[src/rtl/fnd_scan_driver.sv]
// 4-digit common-anode FND scanner with a sequential double-dabble
// converter that refreshes the displayed value once per scan frame.
module fnd_scan_driver #(
   parameter bit LZ_BLANK  = 1'b1,
   parameter int VALUE_MAX = 9999
) (
   input  logic        i_clk,
   input  logic        i_reset,
   input  logic        i_fnd_clk,
   input  logic [13:0] i_value,
   input  logic [3:0]  i_dp,
   output logic [3:0]  o_fnd_com,
   output logic [7:0]  o_fnd_font,
   output logic        o_busy
);

   typedef enum logic [1:0] {IDLE, SHIFT, DONE} state_t;

   localparam logic [13:0] VMAX = 14'(VALUE_MAX);

   state_t      state, state_nxt;
   logic        fnd_clk_d;
   logic        tick;
   logic        frame_start;
   logic [1:0]  idx, idx_nxt;
   logic [13:0] bin;
   logic [15:0] bcd, bcd_adj;
   logic [15:0] disp;
   logic [3:0]  cnt;
   logic        load, step, commit;
   logic [3:0]  dig;
   logic        blank;
   logic [7:0]  seg;
   logic [7:0]  font_nxt;

   assign tick        = i_fnd_clk & ~fnd_clk_d;
   assign idx_nxt     = idx + 2'd1;
   assign frame_start = tick && (idx == 2'd3);
   assign o_busy      = (state == SHIFT);

   // Conversion FSM state register.
   always_ff @(posedge i_clk) begin
      if (i_reset) state <= IDLE;
      else         state <= state_nxt;
   end

   // Next-state and datapath strobes; a frame start while busy is ignored.
   always_comb begin
      state_nxt = state;
      load      = 1'b0;
      step      = 1'b0;
      commit    = 1'b0;
      case (state)
         IDLE: begin
            if (frame_start) begin
               load      = 1'b1;
               state_nxt = SHIFT;
            end
         end
         SHIFT: begin
            step = 1'b1;
            if (cnt == 4'd13) state_nxt = DONE;
         end
         DONE: begin
            commit    = 1'b1;
            state_nxt = IDLE;
         end
         default: state_nxt = IDLE;
      endcase
   end

   // Add-3 correction on every BCD nibble of 5 or more.
   always_comb begin
      bcd_adj = bcd;
      for (int k = 0; k < 4; k++) begin
         if (bcd[k*4 +: 4] >= 4'd5)
            bcd_adj[k*4 +: 4] = bcd[k*4 +: 4] + 4'd3;
      end
   end

   // Double-dabble shift registers and display commit.
   always_ff @(posedge i_clk) begin
      if (i_reset) begin
         bin  <= '0;
         bcd  <= '0;
         cnt  <= '0;
         disp <= '0;
      end else begin
         if (load) begin
            bin <= (i_value > VMAX) ? VMAX : i_value;
            bcd <= '0;
            cnt <= '0;
         end else if (step) begin
            bcd <= {bcd_adj[14:0], bin[13]};
            bin <= {bin[12:0], 1'b0};
            cnt <= cnt + 4'd1;
         end
         if (commit) disp <= bcd;
      end
   end

   // Leading-zero blanking and font lookup for the next digit.
   always_comb begin
      dig   = disp[{idx_nxt, 2'b00} +: 4];
      blank = 1'b0;
      case (idx_nxt)
         2'd1:    blank = LZ_BLANK && (disp[15:4] == 12'd0);
         2'd2:    blank = LZ_BLANK && (disp[15:8] == 8'd0);
         2'd3:    blank = LZ_BLANK && (disp[15:12] == 4'd0);
         default: blank = 1'b0;
      endcase
      case (dig)
         4'd0:    seg = 8'hC0;
         4'd1:    seg = 8'hF9;
         4'd2:    seg = 8'hA4;
         4'd3:    seg = 8'hB0;
         4'd4:    seg = 8'h99;
         4'd5:    seg = 8'h92;
         4'd6:    seg = 8'h82;
         4'd7:    seg = 8'hF8;
         4'd8:    seg = 8'h80;
         4'd9:    seg = 8'h90;
         default: seg = 8'hFF;
      endcase
      if (blank) seg = 8'hFF;
      font_nxt = seg & {~i_dp[idx_nxt], 7'h7F};
   end

   // Scan edge detect, digit index and registered pin outputs.
   always_ff @(posedge i_clk) begin
      if (i_reset) begin
         fnd_clk_d  <= 1'b0;
         idx        <= 2'd3;
         o_fnd_com  <= 4'b1111;
         o_fnd_font <= 8'hFF;
      end else begin
         fnd_clk_d <= i_fnd_clk;
         if (tick) begin
            idx        <= idx_nxt;
            o_fnd_com  <= ~(4'b0001 << idx_nxt);
            o_fnd_font <= font_nxt;
         end
      end
   end

endmodule

[config.mk]
export PLATFORM = sky130hd
export DESIGN_NAME = fnd_scan_driver
export DESIGN_NICKNAME = d
export VERILOG_FILES = /design/src/rtl/fnd_scan_driver.sv
export SDC_FILE = /design/constraint.sdc
export NUM_CORES = 1
export LEC_CHECK = 0
export ABC_AREA = 1
export BUFFER_PORTS_ARGS = -buffer_cell sky130_fd_sc_hd__buf_4
export CAP_MARGIN = 5
export CORE_ASPECT_RATIO = 0.6
export CORE_MARGIN = 2
export CORE_UTILIZATION = 40
export CTS_CLUSTER_SIZE = 8
export DETAILED_ROUTE_END_ITERATION = 10
export GPL_ROUTABILITY_DRIVEN = 1
export PLACE_DENSITY = 0.55
export SYNTH_ARGS = -nofsm -noshare
export SYNTH_HDL_FRONTEND = slang
export SYNTH_SLANG_ARGS = --single-unit
[constraint.sdc]
create_clock -name i_clk -period 2.4 [get_ports i_clk]
set_input_delay 0.24 -clock i_clk [delete_from_list [all_inputs] [get_ports i_clk]]
set_output_delay 0.24 -clock i_clk [all_outputs]
set_load 0.03 [all_outputs]
# Word level (Yosys, flattened, before mapping)
# Memories as Yosys holds them, arrays and structs flattened.
# Cells that the tools add are included.
# word_totals
input_bits,21
mem_count,1
register_bits,67
romBits,112
# memory_table
memory,depth,word_bits,read_ports,rd_ports_with_merged_regs,write_ports,line_no,rtl
(name not given),16,7,1,0,0,112,case (dig)
# classes
order_cmp,6
muxes,18
reduce_logical,8
shift,2
n_eq_ne,9
addsub,6
bitwise,5
# op_table
op,n
$mux 14,3
$ge 4x3->1 const B,4
$shiftx 16x5->4,1
$gt 14x14->1 const B,1
$add 4x2->4 const B,3
$logic_not 12->1,1
$mux 4,3
$and 8x8->8,1
$eq 2x2->1 const B,4
$logic_not 8->1,1
$mux 8,1
$mux 1,5
$add 4x1->4 const B,1
$eq 2x1->1 const B,2
$eq 4x4->1 const B,1
$logic_not 4->1,1
$mux 2,2
$not 4->4,1
$pmux 2 s2,1
$shl 1x2->4 const A,1
$add 3x2->3 const B,1
$lt 2x3->1 const B,1
$mux 3,1
$pmux 1 s3,1
other kinds (11),12

# Depth between registers and ports, before layout
# Gate-level depths: netlist of run 1.
# logic_depth
ltp_word,6
mapped_depth,15

# Least setup slack after synthesis of run 1
# OpenSTA, ideal clock, no wires.
# synth_timing
path_kind,flip-flop to flip-flop
start,register idx[0]
end,register o_fnd_font[6]
path_stages_with_launch,15
required_ns,2.285
setup_time_ns,0.115
setup_slack_ns,0.294
synth_period_minus_slack_ns,2.106
t_arrival_ns,1.991
path_cell_list,dfxtp_1 -> inv_2 -> buf_6 -> ha_1 -> buf_2 -> inv_2 -> nand3_1 -> nand2_1 -> inv_1 -> ha_1 -> nand3b_1 -> nand3_1 -> nand3_1 -> nand2_1 -> nand2_1
# synth_between
elab_chain_cells,5
word_cells_on_any_way,9
cone_classes,add/sub (1); eq/ne (3); shift (1); mux (2); bitwise (1); memory (1)
# synth_lines
element,line_no,rtl
"start, declared",25,"logic [1:0] idx, idx_nxt;"
"start signal, assigned",139,idx <= idx_nxt;
$add 2x1->2 *,37,assign idx_nxt = idx + 2'd1;
via idx_nxt[0],25,
$shiftx 16x5->4 (tied with other cells),104,"dig = disp[{idx_nxt, 2'b00} +: 4];"
$mem_v2 16x7 or $pmux 1 s3 (tied branches),-,
$mux 8 *,125,if (blank) seg = 8'hFF;
$and 8x8->8 *,126,"font_nxt = seg & {~i_dp[idx_nxt], 7'h7F};"
"end signal, assigned",141,o_fnd_font <= font_nxt;
"end, declared",13,"output logic [7:0] o_fnd_font,"
# The timed path passes the listed nets; every way through them passes the cells marked *.
# A chain may end at the register's enable or synchronous reset.

# Worst setup path after layout of run 1
# layout_timing
start,register idx[1]
end,register o_fnd_font[6]
# Same word-level chain as after synthesis.

==> results of run 1 <==
per-layer routing:
metal  vias to the layer above  GRT usage, %  routed length, um
li1                       1621             -                  -
met1                      1404          28.6               4660
met2                        83          23.5               3040
met3                         6          5.27                489
met4                         0          4.56                 55
met5                         -             0                  0
synth_stat cells (all sizes together):
| cell type | n |
|---|---|
| a31oi | 8 |
| inv | 53 |
| xor2 | 9 |
| nand3 | 46 |
| o21ai | 45 |
| a21oi | 46 |
| o211ai | 1 |
| dfxtp | 67 |
| nor3 | 8 |
| nor3b | 1 |
| buf | 15 |
| or2 | 3 |
| clkbuf | 5 |
| nor2 | 29 |
| ha | 20 |
| nand2 | 125 |
| nand4 | 1 |
| nand3b | 2 |
how the worst max path moves through the flow:
stage                     startpoint       endpoint  slack (ns)
after global placement        idx[1]  o_fnd_font[6]        0.38
after CTS                     idx[1]  o_fnd_font[5]        0.28
final                         idx[1]  o_fnd_font[6]        0.24
after detailed placement      idx[1]  o_fnd_font[5]        0.29
after floorplan               idx[0]  o_fnd_font[6]        0.29
after global routing          idx[1]  o_fnd_font[6]        0.12
sequential cells by signal, indices dropped and copies added (netlist names):
| register | flops |
|---|---|
| o_fnd_font | 8 |
| o_fnd_com | 4 |
| disp | 16 |
| bin | 14 |
| cnt | 4 |
| state | 2 |
| idx | 2 |
| bcd | 16 |
| fnd_clk_d | 1 |
cells in the final DEF (no fill, tap or decap), types with 2 or more instances in the layout:
master     netlist  layout
inv_2            5       5
a21oi_2          4       4
clkbuf_16        0       9
xor2_1           9       9
o21ai_0         43      43
nand2_2          6       6
buf_4            2      38
nor2_1          27      27
nand2_4          6       6
nor3_1           7       7
ha_1            20      20
clkbuf_8         0       4
a31oi_1          8       8
o21ai_1          2       2
clkbuf_1         5       2
a21oi_1         42      42
dfxtp_1         67      67
nand3_2          2       2
nand3b_1         2       2
nand3_1         44      44
inv_1           48      48
nand2_1        113     113
critical path: stages, from the launching register on:
cell,delay (ns)
dfxtp_1,0.38
inv_1,0.10
ha_1,0.41
inv_2,0.15
nand3_1,0.08
nand2_1,0.17
inv_1,0.09
ha_1,0.19
nand3b_1,0.18
nand3_1,0.11
nand3_1,0.07
nand2_1,0.07
nand2_1,0.04
power by group through the flow:
| stage | combinational, mW | sequential, mW | clock, mW |
|---|---|---|---|
| final | 0.543 | 1.21 | 1.27 |
| after CTS | 0.540 | 1.21 | 1.30 |
| after global placement | 0.537 | 1.23 | 0 |
| after global routing | 0.609 | 1.21 | 1.36 |
| after detailed placement | 0.537 | 1.23 | 0 |
| after floorplan | 0.361 | 1.27 | 0 |
area by class of cell:
cell class / instances / share of cell area, %
Multi-Input combinational cell: 344 / 45.0
Sequential cell: 67 / 32.6
Clock buffer: 15 / 7.00
Timing Repair Buffer: 38 / 6.94
Inverter: 53 / 4.84
Tap cell: 112 / 3.41
Clock inverter: 1 / 0.122
logic make-up (layout without fill, tap and decap cells):
kind of cell	Yosys count	after routing	share of synthesized area, %
AOI/OAI and AO/OA	100	100	15.0
buffers and inverters	73	107	9.18
and+or+nand+nor	215	215	28.3
DFF	67	67	38.2
xor gates and xnor gates	9	9	2.24
adders and majority gates	20	20	7.12
==> impl_results.md, run 1 <==
* Synth Cell Area at around 3500 um2
* FF/Latch Area at around 1300 um2
* ANT cells at 0
* Max Root-Sink Buffers at 2
* Sequential area share after synthesis at between 30% and 40%
* Max cap viols at 0
* Fin. Hold Viols at 0
* Area growth syn-to-layout at 16.9%
* Startpoint types: flip-flop
* CP Data Arrival Time at ~2.4 ns
* GP Congestion at between 0.9 and 1
* Internal reg-to-reg setup slack at 0.24 ns
* Hold slack final at 0.145 ns
* Cells resized by post-CTS repair at 0
* DR WL/cell at ~13 um
* Dpl ws at 0.286 ns
* Fin nets at ~550
* Design Area, Final at 4110 um2
* Die width at between 100 and 150 um
* Crit Reg-Reg Endpoint: o_fnd_font[6]
* Fin crit share at 90.0%
* Post-Synthesis Cells at between 400 and 500
* Final Power at roughly 3 mW
* Switching Share at approximately 28%
* Mapped Avg Cell Area at around 7.3 um2
* Crit Path Max Fanout at 8
* R2r worst-path depth at 12
* Final WS setup at about 0.24 ns
* Seq pwr share at 40.0%
* Total clock buffers created by CTS at 9
* Clock Skew at around 0.0031 ns
* Number of global-route vias before repair at ~2800
* Antenna violations before repair at 0
* Worst EP required at 2.62 ns
* Pwr Density at between 700 and 800 nW/um2
* Post-synth top area cell: dfxtp_1
* Fillers at slightly below 900
* Largest net degree at the start of global routing at 44
* Hpwl dp at ~5.9 mm
* Netlist cell types at 31
* Share of the core filled with cells at 48.2%
* Residual DRC count at 0
* Max Clk Rate at approximately 0.46 GHz
* Critical path capture point type: flip-flop
* Synth warn at 0
* Internal Power at about 2.2 mW
* Clock Latency Late Sink at ~0.32 ns
* RSZ-0062 raised after global routing: false
* Slew @ Worst Pin at 0.477 ns
* Final Max Slew Viols at 0
* Combinational share of power at between 15 and 20%
* First-pass GRT wire length at 14.1 mm
* Area after DPL at 3820 um2
* Vias at between 3000 and 4000
* H-Tree Depth at 3
* Syn Nets at 525
* Die area at around 9600 um2
* Worst hold path startpoint: i_fnd_clk
* Setup TNS at 0 ns
* Worst vdd ir at about 0.00042 V
* Period minus WS final at ~2.2 ns
* Switching Power at 847 uW
* Placed Instances at 614
* Power share of the clock group at 42.0%
* GRT Util Overall at between 10% and 20%
* Final setup violation count at 0
* Post-DRT Antenna Nets at 0
* Initial core utilization at about 41%
* Hold Path Cell Cnt at 3
* Wirelength, routed at 8.25 mm
* Setup Crit Path Kind: reg2reg
* Seq cells post-synth at 67
* Leakage power at ~2.0 nW
* First-pass iteration count of the detailed router at 5
* Layout Cells excl Fill at 630
* Worst reg2reg path startpoint: idx[1]
* IO buf count at 33
* Hold buffers post-CTS at 0
* WHS Endpoint: fnd_clk_d
* Via/cell ratio at 4.94
* Post CTS Setup Buffer Count at 0
* Hold WC Path Type: in2reg
* GRT overflow at 0
* Die Ht at approximately 77 um
* Reg clk slew, reported paths at ~0.05 ns
* Iteration-0 DRC Markers at ~250
* CORE AREA at about 8500 um2
* Outcome: finished clean
* Fraction of layout cells with a size suffix above 1 at between 10% and 20%
* Root buffer cell: clkbuf_16
* Yosys top cell area share at about two fifths
* Synth area leaders: dfxtp_1 (38%), nand2_1 (12%), ha_1 (7.1%)
* Clock sinks at 67
* Multi-input logic area at ~1900 um2
* # IOs at 34
* CTS tree: yes
* Row cnt at 26
* Rel. slew slack at 68.2%
Note: power is estimated with default switching activity, not from simulation.
==> inputs of run 2 (changes only) <==
--- a/config.mk
+++ b/config.mk
@@ -10,11 +10,11 @@
 export CAP_MARGIN = 5
 export CORE_ASPECT_RATIO = 0.6
 export CORE_MARGIN = 2
-export CORE_UTILIZATION = 40
+export CORE_UTILIZATION = 59
 export CTS_CLUSTER_SIZE = 8
 export DETAILED_ROUTE_END_ITERATION = 10
 export GPL_ROUTABILITY_DRIVEN = 1
-export PLACE_DENSITY = 0.55
+export PLACE_DENSITY = 0.91
 export SYNTH_ARGS = -nofsm -noshare
 export SYNTH_HDL_FRONTEND = slang
 export SYNTH_SLANG_ARGS = --single-unit
==> impl_results.md, run 2 (synthesis results as in run 1) <==
* IO buf count at 33 (unchanged)
* Critical-path top delay cell: ha_1 (unchanged)
* H-Tree Depth at 3 (unchanged)
* Critical path capture point type: flip-flop (unchanged)
* Wirelength, routed at 8.11 mm (was 8.25 mm)
* Clock sinks at 67 (unchanged)
* Worst vdd ir at 0.000486 V (was 0.000422 V)
* GRT overflow at 0 (unchanged)
* DR WL/cell at 13.6 um (was 13.1 um)
* Final Max Slew Viols at 0 (unchanged)
* Cell Chain, Critical Path: inv_1 -> ha_1 -> inv_2 -> nand3_1 -> nand2_1 -> inv_1 -> ha_1 -> nand3b_1 -> nand3_1 -> nand3_1 -> nand2_1 -> nand2_1 (unchanged)
* RSZ-0062 raised after global routing: false (unchanged)
* Pwr Density at 683 nW/um2 (was 735 nW/um2)
* Vias at 3198 (was 3114)
* Max Clk Rate at 0.445 GHz (was 0.463 GHz)
* Most frequent cells in the layout: nand2_1 (113), dfxtp_1 (67), inv_1 (48), nand3_1 (44), o21ai_0 (43) (unchanged)
* Fraction of layout cells with a size suffix above 1 at 15.3% (was 15.4%)
* Worst EP required at 2.65 ns (was 2.62 ns)
* Area after DPL at 3770 um2 (was 3820 um2)
* Die area at 6610 um2 (was 9580 um2)
* Max cap viols at 0 (unchanged)
* Fin nets at 553 (was 554)
* Commonest non-fill, non-tap cell in the layout: nand2_1 (unchanged)
* Hpwl dp at 5.61 mm (was 5.88 mm)
* Crit Path Max Fanout at 8 (unchanged)
* Row cnt at 21 (was 26)
* Design Area, Final at 3970 um2 (was 4110 um2)
* CP peak stage delay at 0.44 ns (was 0.41 ns)
* Die Ht at 63.8 um (was 76.6 um)
* Largest net degree at the start of global routing at 44 (unchanged)
* Startpoint types: flip-flop (unchanged)
* Fillers at 474 (was 867)
* Top flop regs: bcd x16, disp x16, bin x14 (unchanged)
* Die width at 104 um (was 125 um)
* Busiest grt layer: met2 (was met1)
* CP bufs+invs at 3 (unchanged)
* Area growth syn-to-layout at 12.9% (was 16.9%)
* R2r worst-path depth at 12 (unchanged)
* Outcome: finished clean (unchanged)
* Slew @ Worst Pin at 0.485 ns (was 0.477 ns)
* GR Util met3 at 9.59% (was 5.27%)
* Critical Path End: o_fnd_font[6] (unchanged)
* Total clock buffers created by CTS at 9 (unchanged)
* Internal reg-to-reg setup slack at 0.15 ns (was 0.24 ns)
* Iteration-0 DRC Markers at 297 (was 251)
* Met1 Resource Use GR at 36.6% (was 28.6%)
* First-pass iteration count of the detailed router at 7 (was 5)
* First-pass GRT wire length at 14.0 mm (was 14.1 mm)
* Setup TNS at 0 ns (unchanged)
* Via/cell ratio at 5.37 (was 4.94)
* Residual DRC count at 0 (unchanged)
* Number of global-route vias before repair at 2957 (was 2806)
* Post-DRT Antenna Nets at 0 (unchanged)
* Hold WC Path Type: in2reg (unchanged)
* Period minus WS final at 2.25 ns (was 2.16 ns)
* Setup Crit Path Kind: reg2reg (unchanged)
* GRT Util Overall at 26.6% (was 18.2%)
* Reg clk slew, reported paths at 0.07 ns (was 0.05 ns)
* Antenna violations before repair at 0 (unchanged)
* Crit. path cell count at 12 (unchanged)
* Rel. slew slack at 67.6% (was 68.2%)
* Delay-heaviest family, CP: simple AND/OR/NAND/NOR gates (unchanged)
* Multi-input logic area at 1850 um2 (unchanged)
* Clock Skew at 0.00493 ns (was 0.00311 ns)
* FF/Latch Area at 1340 um2 (unchanged)
* Fin. Hold Viols at 0 (unchanged)
* Hold buffers post-CTS at 0 (unchanged)
* Crit Reg-Reg Endpoint: o_fnd_font[6] (unchanged)
* Worst reg2reg path startpoint: idx[1] (unchanged)
* Root buffer cell: clkbuf_8 (was clkbuf_16)
* Grt met2 use at 40.1% (was 23.5%)
* Initial core utilization at 62.2% (was 41.2%)
* Leakage power at 1.91 nW (was 1.96 nW)
* Clock Latency Late Sink at 0.35 ns (was 0.32 ns)
* ANT cells at 0 (unchanged)
* CTS tree: yes (unchanged)
* Max Root-Sink Buffers at 2 (unchanged)
* Final setup violation count at 0 (unchanged)
* GP Congestion at 0.969 (was 0.935)
* CORE AREA at 5650 um2 (was 8520 um2)
* Fin crit share at 93.7% (was 90.0%)
* Crit. Startpoint: idx[1] (unchanged)
* Post CTS Setup Buffer Count at 0 (unchanged)
* # IOs at 34 (unchanged)
* Cells resized by post-CTS repair at 0 (unchanged)
* CP Data Arrival Time at 2.49 ns (was 2.38 ns)
run 2: cell count changes in the layout (fill, tap and decap cells not counted), sizes merged:
cell    delta
buf        -1
bufinv     +1
clkbuf     -3
run 2: where the power goes:
| group | switching [mW] | total, mW | internal, mW | leakage (nW) |
|---|---|---|---|---|
| sequential | 0.0363 | 1.21 | 1.17 | 0.546 |
| clock | 0.404 | 0.956 | 0.552 | 0.104 |
| combinational | 0.361 | 0.550 | 0.189 | 1.26 |
| total | 0.802 | 2.71 | 1.91 | 1.91 |
run 2: worst min path at each step:
stage | from | to | slack (ns) | cells past startpoint
final | i_fnd_clk | fnd_clk_d | 0.13 | 3
after global routing | i_fnd_clk | fnd_clk_d | 0.12 | 3
after CTS | i_fnd_clk | fnd_clk_d | 0.12 | 3
after detailed placement | o_fnd_font[7] | o_fnd_font[7] | 0.45 | 2
after global placement | o_fnd_font[7] | o_fnd_font[7] | 0.44 | 2
after floorplan | i_reset | o_fnd_com[3] | 0.34 | 2
run 2: area by class of cell:
type,count,share of cell area (%)
Timing Repair Buffer,37,7.00
Multi-Input combinational cell,344,46.6
Tap cell,80,2.52
Clock inverter,2,0.883
Sequential cell,67,33.8
Inverter,53,5.01
Clock buffer,12,4.16
run 2: metal layers:
| metal | vias up | share of wire (%) | wire length, um |
|---|---|---|---|
| met3 | 11 | 7.3 | 591 |
| li1 | 1622 | - | - |
| met2 | 111 | 43 | 3470 |
| met1 | 1454 | 49 | 3960 |
| met4 | 0 | 1.1 | 88 |
| met5 | - | 0 | 0 |
run 2: worst register-to-register path: cells and delay by family, from the launching register on:
kind,cells,cell delay (ns)
buffers and inverters,3,0.37
flip-flops,1,0.39
adder cells (fa/ha/maj),2,0.61
AND/OR/NAND/NOR,7,0.77
run 2: through the flow:
stage / hold WS (ns) / cells / utilization [%] / worst slack [ns] / power [mW]
2_1_floorplan: 0.340 / 484 / - / 0.294 / 1.63
3_3_place_gp: 0.443 / 581 / 66.7 / 0.421 / 1.74
3_5_place_dp: 0.450 / 581 / 66.7 / 0.251 / 1.76
4_1_cts: 0.120 / 595 / 70.3 / 0.190 / 2.73
5_1_grt: 0.123 / 595 / 70.3 / 0.0602 / 2.85
6_report: 0.127 / 595 / 70.3 / 0.152 / 2.71
